<file path="src/rtl/uart_cmd_if.sv">
// uart_cmd_if: receiver/transmitter handshake and register-write bus of the command controller.
interface uart_cmd_if;
    logic       rx_done;
    logic [7:0] uart_rxd;
    logic       tx_busy;
    logic       tx_req;
    logic [7:0] tx_data;
    logic       reg_wr_en;
    logic [7:0] reg_addr;
    logic [7:0] reg_wdata;
    logic [7:0] frame_err_cnt;
    modport master (
        output rx_done, uart_rxd, tx_busy,
        input  tx_req, tx_data, reg_wr_en, reg_addr, reg_wdata, frame_err_cnt
    );
    modport slave (
        input  rx_done, uart_rxd, tx_busy,
        output tx_req, tx_data, reg_wr_en, reg_addr, reg_wdata, frame_err_cnt
    );
endinterface

</file>
<file path="src/rtl/uart_cmd_ctrl.sv">
// uart_cmd_ctrl: parses header/addr/data/checksum frames from the UART receiver,
// issues register writes and answers every complete frame with ACK or NAK.
module uart_cmd_ctrl #(
    parameter int         CLOCK_FREQ = 50_000_000,
    parameter int         TIMEOUT_US = 1000,
    parameter logic [7:0] HDR_BYTE   = 8'h55,
    parameter logic [7:0] ACK_BYTE   = 8'hAA,
    parameter logic [7:0] NAK_BYTE   = 8'hEE
) (
    input logic       sys_clk,
    input logic       sys_rst_n,
    uart_cmd_if.slave bus
);
    localparam logic [31:0] TO_MAX = 32'(CLOCK_FREQ / 1_000_000 * TIMEOUT_US);
    typedef enum logic [2:0] {IDLE, ADDR, DATA, CHK, EXEC, REPLY} state_t;
    state_t      state;
    logic        rx_done_d;
    logic [31:0] to_cnt;
    logic [7:0]  addr_q;
    logic [7:0]  data_q;
    logic        rx_evt;
    logic        in_frame;
    logic [7:0]  err_next;
    assign rx_evt   = bus.rx_done & ~rx_done_d;
    assign in_frame = (state == ADDR) || (state == DATA) || (state == CHK);
    assign err_next = bus.frame_err_cnt + {7'd0, bus.frame_err_cnt != 8'hFF};
    always_ff @(posedge sys_clk or negedge sys_rst_n) begin
        if (!sys_rst_n) begin
            state             <= IDLE;
            rx_done_d         <= 1'b0;
            to_cnt            <= '0;
            addr_q            <= '0;
            data_q            <= '0;
            bus.tx_req        <= 1'b0;
            bus.tx_data       <= '0;
            bus.reg_wr_en     <= 1'b0;
            bus.reg_addr      <= '0;
            bus.reg_wdata     <= '0;
            bus.frame_err_cnt <= '0;
        end else begin
            rx_done_d     <= bus.rx_done;
            bus.tx_req    <= 1'b0;
            bus.reg_wr_en <= 1'b0;
            to_cnt        <= (rx_evt || !in_frame) ? '0 : to_cnt + 32'd1;
            // a byte arriving in the same cycle as expiry keeps the frame alive
            if (in_frame && !rx_evt && to_cnt >= TO_MAX) begin
                bus.frame_err_cnt <= err_next;
                state             <= IDLE;
            end else begin
                case (state)
                    IDLE: if (rx_evt && bus.uart_rxd == HDR_BYTE) state <= ADDR;
                    ADDR: if (rx_evt) begin
                        addr_q <= bus.uart_rxd;
                        state  <= DATA;
                    end
                    DATA: if (rx_evt) begin
                        data_q <= bus.uart_rxd;
                        state  <= CHK;
                    end
                    CHK: if (rx_evt) begin
                        if (bus.uart_rxd == 8'(addr_q + data_q)) begin
                            state <= EXEC;
                        end else begin
                            bus.tx_data       <= NAK_BYTE;
                            bus.frame_err_cnt <= err_next;
                            state             <= REPLY;
                        end
                    end
                    EXEC: begin
                        bus.reg_wr_en <= 1'b1;
                        bus.reg_addr  <= addr_q;
                        bus.reg_wdata <= data_q;
                        bus.tx_data   <= ACK_BYTE;
                        state         <= REPLY;
                    end
                    REPLY: if (!bus.tx_busy) begin
                        bus.tx_req <= 1'b1;
                        state      <= IDLE;
                    end
                    default: state <= IDLE;
                endcase
            end
        end
    end
endmodule

</file>
<file path="src/flat_wrapper.sv">
// flat-port wrapper written by rule: the top's interface ports become plain ports
module uart_cmd_ctrl_flat 
#(
    parameter int         CLOCK_FREQ = 50_000_000,
    parameter int         TIMEOUT_US = 1000,
    parameter logic [7:0] HDR_BYTE   = 8'h55,
    parameter logic [7:0] ACK_BYTE   = 8'hAA,
    parameter logic [7:0] NAK_BYTE   = 8'hEE
)
  (sys_clk, sys_rst_n, bus_rx_done, bus_uart_rxd, bus_tx_busy, bus_tx_req, bus_tx_data, bus_reg_wr_en, bus_reg_addr, bus_reg_wdata, bus_frame_err_cnt);
  uart_cmd_if bus_i ();
  input logic sys_clk;
  input logic sys_rst_n;
  input wire logic [$bits(bus_i.rx_done)-1:0] bus_rx_done;
  input wire logic [$bits(bus_i.uart_rxd)-1:0] bus_uart_rxd;
  input wire logic [$bits(bus_i.tx_busy)-1:0] bus_tx_busy;
  output wire logic [$bits(bus_i.tx_req)-1:0] bus_tx_req;
  output wire logic [$bits(bus_i.tx_data)-1:0] bus_tx_data;
  output wire logic [$bits(bus_i.reg_wr_en)-1:0] bus_reg_wr_en;
  output wire logic [$bits(bus_i.reg_addr)-1:0] bus_reg_addr;
  output wire logic [$bits(bus_i.reg_wdata)-1:0] bus_reg_wdata;
  output wire logic [$bits(bus_i.frame_err_cnt)-1:0] bus_frame_err_cnt;
  assign bus_i.rx_done = bus_rx_done;
  assign bus_i.uart_rxd = bus_uart_rxd;
  assign bus_i.tx_busy = bus_tx_busy;
  assign bus_tx_req = bus_i.tx_req;
  assign bus_tx_data = bus_i.tx_data;
  assign bus_reg_wr_en = bus_i.reg_wr_en;
  assign bus_reg_addr = bus_i.reg_addr;
  assign bus_reg_wdata = bus_i.reg_wdata;
  assign bus_frame_err_cnt = bus_i.frame_err_cnt;
  uart_cmd_ctrl #(.CLOCK_FREQ(CLOCK_FREQ), .TIMEOUT_US(TIMEOUT_US), .HDR_BYTE(HDR_BYTE), .ACK_BYTE(ACK_BYTE), .NAK_BYTE(NAK_BYTE)) u_core (.sys_clk(sys_clk), .sys_rst_n(sys_rst_n), .bus(bus_i));
endmodule
</file>
<file path="config.mk">
export PLATFORM = sky130hd
export DESIGN_NAME = uart_cmd_ctrl_flat
export DESIGN_NICKNAME = d
export VERILOG_FILES = /design/src/rtl/uart_cmd_if.sv /design/src/rtl/uart_cmd_ctrl.sv /design/src/flat_wrapper.sv
export SDC_FILE = /design/constraint.sdc
export NUM_CORES = 1
export LEC_CHECK = 0
export CAP_MARGIN = 20
export CORE_ASPECT_RATIO = 1.25
export CORE_MARGIN = 2
export CORE_UTILIZATION = 60
export CTS_CLUSTER_DIAMETER = 40
export DETAILED_ROUTE_END_ITERATION = 8
export PLACE_DENSITY = 0.83
export SYNTH_ARGS = -nofsm -noshare
export SYNTH_HDL_FRONTEND = slang
export SYNTH_SLANG_ARGS = --single-unit
</file>
<file path="constraint.sdc">
create_clock -name sys_clk -period 4.1 [get_ports sys_clk]
set_input_delay 1.025 -clock sys_clk [delete_from_list [all_inputs] [get_ports sys_clk]]
set_output_delay 1.025 -clock sys_clk [all_outputs]
set_load 0.03 [all_outputs]
</file>
## Yosys cells after proc, flatten, opt, wreduce, memory -nomap -nowiden

Index checks and enable logic that the tools add are counted.

- Eq/ne operators: 16
- Reduce and logical (&&, ||, !) cells: 18
- Magnitude comparators: 1
- Muxes and demuxes: 21
- Add/subtract/negate cells: 3
- Bitwise logic cells: 3

Operator list:

| cell | number |
|---|---|
| 8-bit 2-to-1 mux | 6 |
| 32-bit by 1-bit adder with 32-bit output (second input constant) | 1 |
| 32-bit by 16-bit >= comparator with 1-bit output (second input constant) | 1 |
| 32-bit 2-to-1 mux | 1 |
| 3-bit 2-to-1 mux | 6 |
| 3-bit one-hot mux with 6 select lines | 1 |
| 8-bit one-hot mux with 2 select lines | 1 |
| 3-bit by 2-bit inequality test with 1-bit output (second input constant) | 4 |
| 3-bit AND reduction | 3 |
| 8-bit by 1-bit adder with 8-bit output | 1 |
| 8-bit adder | 1 |
| 8-bit by 7-bit equality test with 1-bit output (second input constant) | 1 |
| 8-bit equality test | 1 |
| 8-bit inequality test (second input constant) | 1 |
| 3-bit by 2-bit equality test with 1-bit output (second input constant) | 2 |
| 3-bit equality test (second input constant) | 2 |
| 1-bit 2-to-1 mux | 6 |
| 2-bit nonzero test | 3 |
| 5-bit AND reduction | 1 |
| 2-bit by 1-bit inequality test with 1-bit output (second input constant) | 2 |
| 4-bit AND reduction | 1 |
| 3-bit by 1-bit equality test with 1-bit output (second input constant) | 1 |
| 1-bit logical AND | 3 |
| 3-bit logical NOT | 1 |
| 7 further kinds | 11 |

- Word-level logic and storage cells: 73
- Output and inout port bits: 34
- Register bits after elaboration: 86
- Input bits: 12

## Depth between registers and ports, before layout

Gate-level depths: netlist of run 1.

- Word-level depth: 7
- Gate-level depth with buffers: 10
- Depth with buffers taken out: 10

## Worst setup path before layout of run 1

OpenSTA, ideal clock, no wires.

- Kind: register to register
- Start: reg u_core.data_q[0]
- End: reg u_core.bus.frame_err_cnt[0]
- Stages on the path, launching flop included: 10
- Arrival time: 2.476 ns
- Buffers on the path: 0
- Period minus slack after synthesis: 2.601 ns
- Slack: 1.499 ns
- Setup time: 0.125 ns
- Required time: 3.975 ns
- Cells stage by stage: dfrtp_1 > ha_1 > fa_1 > a211oi_2 > o21bai_1 > a21oi_1 > xnor2_1 > nor4_4 > o21ai_2 > mux2_4

- Cells in the longest elaborated chain, start to end: 4

RTL lines:

| what | RTL line | RTL |
|---|---|---|
| start, declared | uart_cmd_ctrl.sv:20 | `logic [7:0] data_q;` |
| start signal, assigned | uart_cmd_ctrl.sv:57 | `data_q <= bus.uart_rxd;` |
| 8-bit adder | uart_cmd_ctrl.sv:61 | `if (bus.uart_rxd == 8'(addr_q + data_q)) begin` |
| 8-bit equality test | uart_cmd_ctrl.sv:61 |  |
| 2-bit by 1-bit inequality test with 1-bit output (no line) | n/a |  |
| 3-bit AND reduction (no line) | n/a |  |
| end signal, assigned | uart_cmd_ctrl.sv:47 | `bus.frame_err_cnt <= err_next;` |
| end signal, assigned | uart_cmd_ctrl.sv:65 | `bus.frame_err_cnt <= err_next;` |
| end, declared | uart_cmd_if.sv:18 | `output tx_req, tx_data, reg_wr_en, reg_addr, reg_wdata, frame_err_cnt` |

Every way passes these cells.
A chain may end at the register's enable or synchronous reset.

## Worst setup path in the final report of run 1

- Start: reg u_core.data_q[0]
- End: reg u_core.bus.frame_err_cnt[1]

Same word-level chain as after synthesis.

==> flow_metrics.tcl, run 1 <==
set metrics [dict create \
    tns_ns 0 \
    post_dp_cell_area_um2 4439 \
    vias 2713 \
    clockBufferDepth 2 \
    dieArea_um2 7244 \
    post-route-drc-count 0 \
    htree_levels 3 \
    crit_chain "ha_1 > fa_1 > a211oi_2 > o21bai_1 > a21oi_1 > xnor2_1 > nor4_4 > o21ai_2 > mux2_4" \
    ys_seq_area_share_pct 50.75 \
    ctsResizeCount 0 \
    synth_top_cells_by_area "dfrtp_1 51%, mux2_2 8.3%, xor2_1 5.8%, xnor2_1 4.9%, nor2_1 4.4%" \
    gp_congestion 0.8108 \
    drive_gt1_share_pct 14.11 \
    max-cap-violations 0 \
    drt_iter0_markers 187 \
    place.port_buffers 43 \
    antennaDiodeCount 0 \
    post-route-period-util_pct 69.81 \
    start_util_pct 60.86 \
    syn_area_per_cell_um2 11.18 \
    cp.required_ns 4.34 \
    ir_drop_mv 0.3283 \
    fmax_mhz 349.4 \
    clock_insertion_delay_worst_skew_ns 0.35 \
    cts-root-buf "clkbuf_8" \
    postRouteAntennaNets 0 \
    detail_route.wl_per_cell_um 15.59 \
    status "complete, no violations" \
    synth_top_area_share_pct 50.75 \
    final_area_um2 4679 \
    p_leak_nw 2.038 \
    synthToLayoutAreaGrowth_pct 18.62 \
    ctsHoldBuffers 0 \
    min_period_ns 2.862 \
    worst-path-max-fanout 8 \
    cts_buffers 9 \
    critPathKind "flop to flop" \
    yosys_register_bits 80 \
    ys_warn_count 0 \
    vias_per_cell 5.525 \
    die_x_um 76.53 \
    firstDrtPassIters 4 \
    synthArstFlopShare_pct 100.0 \
    pwr_density_cell_nw_per_um2 669.1 \
    rows 33 \
    critPathLaunchType "flop" \
    setup_viol 0 \
    yosys-top-cells-count "80 x dfrtp_1, 46 x nor2_1, 29 x mux2_2" \
    syn_area_um2 3945 \
    synth.most_common_cell "dfrtp_1" \
    dpl.hpwl_um 5154 \
    slew_violations 0 \
    fillers 456 \
    fin_nets 423 \
    cpMaxStageDelayCell "fa_1" \
    relSlewSlack_pct 64.94 \
    cp_num_buf_inv 0 \
    min_path_type "input port to asynchronous set/reset pin" \
    yosys.area.top_type "dfrtp_1" \
    cts_tree "yes" \
    post_cts_buffers 0 \
    rsz0062_at_grt "no" \
    die_h_um 94.66 \
    worst_slew_pin_slew_ns 0.5189 \
    setup_slack_ns 1.238 \
    grt_pass1_wl_um 13100 \
    overflow 0 \
    synth_cell_types 43 \
    grt_pass1_vias 2760 \
    synthFlopType "dfrtp_1" \
    fp.coreArea_um2 6482 \
    synth_edf_count 0 \
    cpLargestDelayFamily "compound AO/OA/AOI/OAI gates" \
    post-route-util_pct 72.19 \
    crit_arrival_ns 3.10 \
    critPathMaxStageDelay_ns 0.48 \
    antenna_found_initial 0 \
    endpoint_kind "flop" \
    hold_viol 0 \
    cts.sinks 80 \
    grt_max_degree 81 \
    dp_slack_ns 1.051 \
    grt_usage_pct 23.03 \
    netlist_instances 353 \
    path_clk_slew_ns 0.09 \
    io_pins 46 \
    wirelength_um 7657 \
    fin_skew_ns 0.01722 \
]
## power by group
group,switching [mW],total (mW),internal (mW)
registers,0.183,1.16,0.976
logic,0.719,1.34,0.618
clock network,0.290,0.634,0.344
total,1.19,3.13,1.94
## per-stage QoR
stage	instances	hold WS (ns)	total power, mW
5_1_grt	491	0.4607	3.316
3_3_place_gp	474	0.4677	2.427
6_report	491	0.4709	3.131
2_1_floorplan	354	0.4737	2.100
4_1_cts	490	0.4988	3.137
3_5_place_dp	474	0.4783	2.486
## layout by cell type, fill, tap and decap left out, drive strengths merged, types with 3 or more instances in the layout
cell	count
ha	11
clkdlybuf4s50	42
o21ai	9
a21oi	5
nand2b	4
mux2	35
nor2	46
nand2	21
buf	5
and4	4
dfrtp	80
nand3	18
or3	3
xor2	26
nor4	6
nand4	10
xnor2	22
inv	5
and3	8
nor3	3
clkbuf	11
nor2b	3
## cell families (layout without fill, tap and decap cells)
group	after synthesis	after routing	share of synthesized area, %
AND/OR/NAND/NOR	130	130	16.90
multiplexers	35	35	10.18
AO/OA/AOI/OAI	29	29	5.106
other	1	2	0.09506
buffers and inverters	18	68	2.315
adder cells (fa/ha/maj)	12	12	3.996
XOR/XNOR	48	48	10.66
flip-flops	80	80	50.75
## state kept, by name (all words and copies together) (netlist names), 2 cells and up
name	flops
u_core.state	3
u_core.bus.tx_data	2
u_core.data_q	8
u_core.bus.reg_addr	8
u_core.bus.reg_wdata	8
u_core.to_cnt	32
u_core.addr_q	8
u_core.bus.frame_err_cnt	8
## worst paths after layout
kind | start | end | slack [ns] | depth (start not counted)
max in group asynchronous | sys_rst_n | u_core.state[0] | 3.05 | 2
worst min register to register | u_core.bus.frame_err_cnt[7] | u_core.bus.frame_err_cnt[7] | 0.50 | 1
worst max-delay path | u_core.data_q[0] | u_core.bus.frame_err_cnt[1] | 1.24 | 9
worst max register to register | u_core.data_q[0] | u_core.bus.frame_err_cnt[1] | 1.24 | 9
worst min-delay path | sys_rst_n | u_core.bus.reg_wdata[2] | 0.47 | 1
min in group sys_clk | u_core.bus.frame_err_cnt[7] | u_core.bus.frame_err_cnt[7] | 0.50 | 1
## cell type report
class	instances	area, um^2	share of cell area, %
repair buffers	47	478.0	10.21
clock inverters	5	81.33	1.738
clock buffers	11	131.4	2.807
multi-input cells	256	1859	39.73
inverters	5	18.77	0.4011
well taps	87	108.9	2.326
flip-flops and latches	80	2002	42.78
## layer usage
metal	track usage (%)	share of wire [%]	routed length, um
met5	0	0	0
met4	10.76	2.0	154
met3	4.589	3.0	229
met2	40.12	53	4023
met1	27.75	42	3250
(Power assumes the default switching activity.)
==> inputs of run 2 (changes only) <==
Settings changed: CORE_UTILIZATION 60 to 56, PLACE_DENSITY 0.83 to 0.78.
Clock period 4.1 ns to 2.65 ns, I/O delays scaled along.
==> run 2 against run 1 <==
The run now ends with setup timing left. Sequential power up 55%. First-iteration DRC count down 1.6%. Non-clock buffer count up 12. Via count up 3.3%. Fmax up 5.7%. Setup slack worse by 1.3 ns. Combinational power up 63%. Worst hold slack worse by 0.18 ns. Register-to-register slack worse by 1.3 ns. Critical path type unchanged.
==> flow_metrics.tcl, run 2 (synthesis gave the netlist of run 1 again) <==
set metrics [dict create \
    worst_slew_pin_slew_ns 0.5668 \
    io_pins 46 \
    ctsHoldBuffers 0 \
    worst-path-max-fanout 3 \
    vias 2802 \
    hold_viol 0 \
    relSlewSlack_pct 62.22 \
    status "finished with violations" \
    cts_buffers 9 \
    postRouteAntennaNets 0 \
    reg2reg_depth 10 \
    grt_pass1_wl_um 12670 \
    rows 34 \
    antennaDiodeCount 0 \
    violations "setup timing" \
    path_clk_slew_ns 0.09 \
    rsz0062_at_grt "yes" \
    r2r-start "u_core.data_q[0]" \
    die_x_um 79.07 \
    fin_skew_ns 0.01437 \
    tns_ns -0.2212 \
    antenna_found_initial 0 \
    critPathMaxStageDelay_ns 0.45 \
    p_leak_nw 2.081 \
    startpoint "u_core.data_q[0]" \
    overflow 0 \
    layout_commonest_cell "dfrtp_1" \
    power_mw 4.802 \
    largest_reg_flops 32 \
    fillers 508 \
    drt_iter0_markers 184 \
    dieArea_um2 7736 \
    cts.sinks 80 \
    cpMaxStageDelayCell "nor4_4" \
    cts_tree "yes" \
    setup_slack_ns -0.05789 \
    grt_usage_pct 20.86 \
    slew_violations 0 \
    place.port_buffers 43 \
    final_cell_mix "80 x dfrtp_1, 46 x nor2_1, 42 x clkdlybuf4s50_1" \
    synthToLayoutAreaGrowth_pct 20.93 \
    finalNonFillerCells 506 \
    crit_arrival_ns 2.97 \
    regMostFlops "u_core.to_cnt" \
    drive_gt1_share_pct 18.51 \
    gp_congestion 0.8350 \
    fp.coreArea_um2 6892 \
    detail_route.wl_per_cell_um 15.04 \
    min_period_ns 2.708 \
    clock_insertion_delay_worst_skew_ns 0.36 \
    multi_input_area_um2 1899 \
    post-route-period-util_pct 102.2 \
    cp_num_buf_inv 0 \
    die_h_um 97.84 \
    post-route-drc-count 0 \
    cpLargestDelayFamily "simple AND/OR/NAND/NOR gates" \
    grt_max_degree 46 \
    ff_latch_area_um2 2002 \
    r2r_slack_ns -0.06 \
    ir_drop_mv 0.4895 \
    post-place-cells 486 \
    setup_viol 5 \
    dpl.hpwl_um 5266 \
    htree_levels 3 \
    clockBufferDepth 2 \
    critPathLaunchType "flop" \
    min_path_type "input port to asynchronous set/reset pin" \
    pwr_density_cell_nw_per_um2 1006 \
    cp.required_ns 2.91 \
    crit_chain "ha_2 > fa_2 > xnor2_2 > xnor2_1 > nor3_1 > nand3_1 > nor4_4 > nand2b_4 > o21ai_1 > a31o_1" \
    endpoint_kind "flop" \
    grt_pass1_vias 2776 \
    fmax_mhz 369.3 \
    firstDrtPassIters 4 \
    wirelength_um 7608 \
    max-cap-violations 0 \
    cp_num_cells 10 \
    fin_nets 435 \
    cts-root-buf "clkbuf_8" \
    start_util_pct 57.24 \
    reg2reg_to "u_core.bus.tx_data[5]" \
    critPathKind "flop to flop" \
    vias_per_cell 5.538 \
]
## run 2: cell types whose count changed in the layout (fill, tap and decap cells not counted), moves of 2 or more
cell	change
inv_6	+2
buf_4	+12
nand2_2	+2
clkinvlp_4	+2
bufinv_16	-2
nand2_1	-2
clkbuf_1	-2
## run 2: layout make-up
cell class                 count  area share, %
inverter                       5         0.3934
tap                           90          2.360
sequential                    80          41.96
clock buffer                   9          2.596
clock inverter                 7          1.128
timing repair buffer          59          11.75
multi-input combinational    256          39.81
## run 2: how the worst max path moves through the flow
stage | to | slack [ns]
after global routing | u_core.state[0] | -0.22
after floorplan | u_core.bus.frame_err_cnt[0] | 0.05
after detailed placement | u_core.bus.frame_err_cnt[1] | -0.17
after global placement | u_core.bus.frame_err_cnt[1] | -0.10
after CTS | u_core.bus.tx_data[5] | 0.03
final | u_core.bus.tx_data[5] | -0.06
## run 2: metal layers
layer,vias up,GRT usage [%],routed length (um)
met5,-,0,0
met4,0,10.08,190
met3,14,3.882,285
met2,65,34.88,3870
met1,1392,25.90,3261
li1,1331,-,-
## run 2: where the power goes
part | switching, mW | leakage, nW | internal (mW) | total [mW]
sequential | 0.285 | 1.05 | 1.51 | 1.80
combinational | 1.13 | 0.946 | 1.06 | 2.19
clock | 0.470 | 0.0822 | 0.346 | 0.815
total | 1.89 | 2.08 | 2.91 | 4.80
## run 2: stage by stage
step | worst slack (ns) | hold WS (ns) | util [%] | cell area (um^2)
after floorplan | 0.04895 | 0.3669 | - | 3949
after global placement | -0.1009 | 0.4675 | 65.63 | 4523
after detailed placement | -0.1713 | 0.4834 | 65.63 | 4523
after CTS | 0.02559 | 0.3088 | 68.72 | 4736
after global routing | -0.2233 | 0.3300 | 69.23 | 4771
final | -0.05789 | 0.2903 | 69.23 | 4771
## run 2: worst register-to-register path, stage by stage (launching register included)
cell and delay, ns:
dfrtp_1 0.39, ha_2 0.20, fa_2 0.40, xnor2_2 0.15
xnor2_1 0.15, nor3_1 0.19, nand3_1 0.18, nor4_4 0.45
nand2b_4 0.21, o21ai_1 0.06, a31o_1 0.22
## run 2: what timing repair did
item,in CTS,in global routing
endpoints found under the setup margin,10,11
buffers inserted,2,2
resized for setup,4,4
pin swaps,7,5
hold endpoints to repair,0,0
